### config.mk
export PLATFORM = sky130hd
export DESIGN_NAME = serial_subtractor
export DESIGN_NICKNAME = d
export VERILOG_FILES = /design/src/rtl/serial_subtractor.sv
export SDC_FILE = /design/constraint.sdc
export NUM_CORES = 1
export LEC_CHECK = 0
export ABC_AREA = 1
export BUFFER_PORTS_ARGS = -buffer_cell sky130_fd_sc_hd__clkbuf_2
export CORE_ASPECT_RATIO = 0.8
export CORE_MARGIN = 2
export CORE_UTILIZATION = 55
export CTS_CLUSTER_SIZE = 20
export DETAILED_ROUTE_END_ITERATION = 6
export PLACE_DENSITY = 0.85
export SYNTH_ARGS = -nofsm -noshare
export SYNTH_HDL_FRONTEND = slang
export SYNTH_SLANG_ARGS = --single-unit
export TNS_END_PERCENT = 100
### constraint.sdc
create_clock -name clk -period 1.3 [get_ports clk]
set_input_delay 0.065 -clock clk [delete_from_list [all_inputs] [get_ports clk]]
set_output_delay 0.065 -clock clk [all_outputs]
set_load 0.02 [all_outputs]
### src/rtl/serial_subtractor.sv
// Bit-serial a - b, LSB first, one full-subtractor cell plus a borrow flop.
// Ports: clk, rst (sync, active high), start/a/b in; busy/done/diff/borrow_out out.
module serial_subtractor #(
  parameter int WIDTH = 8
) (
  input  logic             clk,
  input  logic             rst,
  input  logic             start,
  input  logic [WIDTH-1:0] a,
  input  logic [WIDTH-1:0] b,
  output logic             busy,
  output logic             done,
  output logic [WIDTH-1:0] diff,
  output logic             borrow_out
);

  localparam int CW = (WIDTH > 1) ? $clog2(WIDTH) : 1;
  localparam logic [CW-1:0] LAST = CW'(WIDTH - 1);

  typedef enum logic [1:0] {
    IDLE  = 2'd0,
    SHIFT = 2'd1,
    DONE  = 2'd2
  } state_t;

  state_t state;
  state_t state_nx;

  logic [WIDTH-1:0] a_sr;
  logic [WIDTH-1:0] b_sr;
  logic [WIDTH-1:0] res_sr;
  logic [WIDTH-1:0] res_nx;
  logic [CW-1:0]    cnt;
  logic             borrow;
  logic             x;
  logic             y;
  logic             d;
  logic             bo;
  logic             last;

  // full-subtractor cell on the current LSBs
  always_comb begin
    x      = a_sr[0];
    y      = b_sr[0];
    d      = x ^ y ^ borrow;
    bo     = (~x & y) | (~(x ^ y) & borrow);
    res_nx = {d, res_sr[WIDTH-1:1]};
    last   = (cnt == LAST);
  end

  always_comb begin
    state_nx = state;
    unique case (state)
      IDLE:    if (start) state_nx = SHIFT;
      SHIFT:   if (last)  state_nx = DONE;
      DONE:    state_nx = IDLE;
      default: state_nx = IDLE;
    endcase
  end

  always_ff @(posedge clk) begin
    if (rst) begin
      state      <= IDLE;
      busy       <= 1'b0;
      done       <= 1'b0;
      diff       <= '0;
      borrow_out <= 1'b0;
      a_sr       <= '0;
      b_sr       <= '0;
      res_sr     <= '0;
      borrow     <= 1'b0;
      cnt        <= '0;
    end else begin
      state <= state_nx;
      busy  <= (state_nx != IDLE);
      done  <= (state_nx == DONE);
      unique case (state)
        IDLE: begin
          if (start) begin
            a_sr   <= a;
            b_sr   <= b;
            res_sr <= '0;
            borrow <= 1'b0;
            cnt    <= '0;
          end
        end
        SHIFT: begin
          a_sr   <= a_sr >> 1;
          b_sr   <= b_sr >> 1;
          res_sr <= res_nx;
          borrow <= bo;
          // result lands in diff on the edge that enters DONE,
          // so it is valid while done is high
          if (last) begin
            diff       <= res_nx;
            borrow_out <= bo;
          end else begin
            cnt <= cnt + 1'b1;
          end
        end
        default: ;
      endcase
    end
  end

endmodule
==> metrics.txt <==
status=finished clean; Netlist cell types=18; power share of the clock group=35.7%; VDD IR max=0.000614 V; drt first pass iters=4; Seq cells post-synth=40; setup bufs post-CTS=0; Starting Density=57.8%; final hold vios=0; Max Freq=0.809 GHz; r2r setup slk=0.06 ns; layout cells sized above 1=26.0%; Int Power=0.00181 W; drt via density=4.88; sequential area share after synthesis=44.9%; Combinational Power Share=11.3%; Clock Skews=0.00808 ns; Synth top cells by count=nor2_1, dfxtp_1, inv_1, nand2_1, a21oi_1; Remaining DRCs=0; antenna violations before repair=0; RePlAce Congestion=0.790; TritonCTS clock tree=built; first-pass GRT wire length=5.54 mm; pwr dens=1170 nW/um^2; Area contributors post-synth=dfxtp_1, nor2_1, inv_1; Mapped Nets=268; min cycle time layout=1.24 ns; post-synth top area cell=dfxtp_1; worst skew pair latency=0.30 ns; RSZ-0062 raised after global routing=true; Hold Crit Depth=3; Sw Pwr=0.000645 W; Layout area overhead=17.5%; fill count=260; io pins=30; height of the die=54.9 um; worst setup path category=flip-flop to flip-flop; hold path endpoint=b_sr[7]; Cell Area, Placed=1970 um^2; EDFF count, synth=0; ANT cells=0; Max-Cap Viols=0; routed wire length=3.43 mm; TritonCTS Sinks=40; Post-synth ARST share=0%; most common cell in the synthesized netlist=nor2_1; worst slew pin tran=0.278 ns; leak pwr=0.980 nW; synthesized cell area=1780 um^2; Final Net Count=302; Setup-failing EPs final=0; crit path from=cnt[0]; CP Data Required Time=1.49 ns; relative slew slack=81.4%; Sw Share=26.2%; Antenna Violating Nets Remaining=0; worst setup margin=0.0634 ns; WHS=0.00477 ns; row count=18; post-layout util=67.9%; Hold Path Class=primary input to flip-flop; Max Fanout on Critical Path=5; CTS Hold Bufs=0; vias in the first global route=1314; Sequential Power Share=53.0%; Num CTS Buffers=5; worst r2r dst=diff[1]; die area=3720 um^2; Avg Cell Area, Syn=7.25 um^2; largest net degree at the start of global routing=25; Die X=67.7 um; YS warnings=0; cell area after layout=2100 um^2; Worst setup EP type=flip-flop; Setup Slack @ Placement=-0.0371 ns; Port-buffer cells=29; fin. max-slew vios=0; R2R cell count=6; total power=0.00246 W; crit start category=flip-flop; 1st-iter DRT viols=70; Synth Instances=246; Detailed Place HPWL=2.28 mm; crit path DAT=1.43 ns; Tcrit/Tclk final=95.1%; total number of vias=1566; GRT Total Usage=20.6%; Clock Path Buffers=2; WL/cell=10.7 um; Main synth FF type=dfxtp_1; H-tree levels=2; Critical R2R Launch=cnt[0]; Core Area=3090 um^2; total grt overflow=0; Root Buffer=clkbuf_8; min-delay src=b[7]; post-synth top area share=44.9%; clk slew on worst S/H paths=0.08 ns
==> area by class of cell <==
cell class	instances	area (um^2)	area share [%]
clock buffers	6	82.6	3.94
clock inverters	2	15.0	0.716
inverters	38	143	6.81
multi-input cells	158	800	38.1
flip-flops and latches	40	801	38.2
well taps	40	50.0	2.39
repair buffers	37	205	9.79
==> flip-flops by register name, summed over array words and instances, names as in the netlist <==
name        flops
borrow_out      1
cnt             3
borrow          1
a_sr            8
b_sr            8
state           2
done            1
res_sr          7
diff            8
busy            1
==> layout by cell type (no fill, tap or decap) <==
master	synthesis	final
a21oi_2	9	9
nand2_1	33	32
ha_1	2	1
ha_4	0	1
buf_4	0	8
inv_2	2	3
fa_1	1	1
clkbuf_2	0	29
o21ai_0	16	13
o21ai_1	7	10
nor2_1	53	53
nor2_4	2	3
nand2_4	0	1
a21oi_1	17	17
inv_1	36	35
nand2_2	11	11
dfxtp_1	40	40
clkbuf_8	0	6
clkinvlp_4	0	2
nand3_1	6	6
==> power by group through the flow <==
stage	clock network (W)	registers, W	logic [W]
3_3_place_gp	0	0.00133	0.000266
3_5_place_dp	0	0.00133	0.000270
4_1_cts	0.000893	0.00130	0.000274
2_1_floorplan	0	0.00133	0.000203
5_1_grt	0.000937	0.00131	0.000317
6_report	0.000878	0.00130	0.000277
==> critical path, stage by stage (launching register included) <==
cell     delay (ns)
dfxtp_1        0.33
ha_1           0.23
ha_4           0.18
inv_2          0.12
nor2_4         0.06
o21ai_0        0.16
nor2_1         0.06
==> worst max path at each step <==
stage,endpoint,slack [ns],depth (start not counted)
after floorplan,diff[0],0.15,6
after global placement,borrow_out,0.02,5
after detailed placement,borrow_out,-0.04,5
after CTS,diff[2],0.006,6
after global routing,res_sr[1],-0.01,6
final,diff[1],0.06,6
==> cells by family after synthesis <==
| group | count (synthesis) | synth area share [%] |
|---|---|---|
| adders and majority gates | 3 | 2.53 |
| buffers and inverters | 49 | 12.0 |
| DFF | 40 | 44.9 |
| and+or+nand+nor | 105 | 24.9 |
| AOI/OAI and AO/OA | 49 | 15.6 |
==> per-stage QoR <==
step                TNS [ns]  instances
finish                     0        321
global route         -0.0177        321
CTS                        0        320
detailed placement   -0.0371        312
global placement           0        312
floorplan                  0        246
==> layer usage <==
layer / track usage, % / share of wire (%) / vias up
met5: 0 / 0 / -
met4: 7.14 / 1.7 / 0
met1: 25.5 / 49 / 707
met2: 34.2 / 44 / 33
li1: - / - / 819
met3: 6.68 / 4.7 / 7
==> timing repair <==
| item | 4_1_cts | 5_1_grt |
|---|---|---|
| gates resized for setup | 1 | 8 |
| cloned | 0 | 1 |
| setup endpoints to repair | 1 | 15 |
| pin swaps | 0 | 1 |
Note: power is estimated with default switching activity, not from simulation.
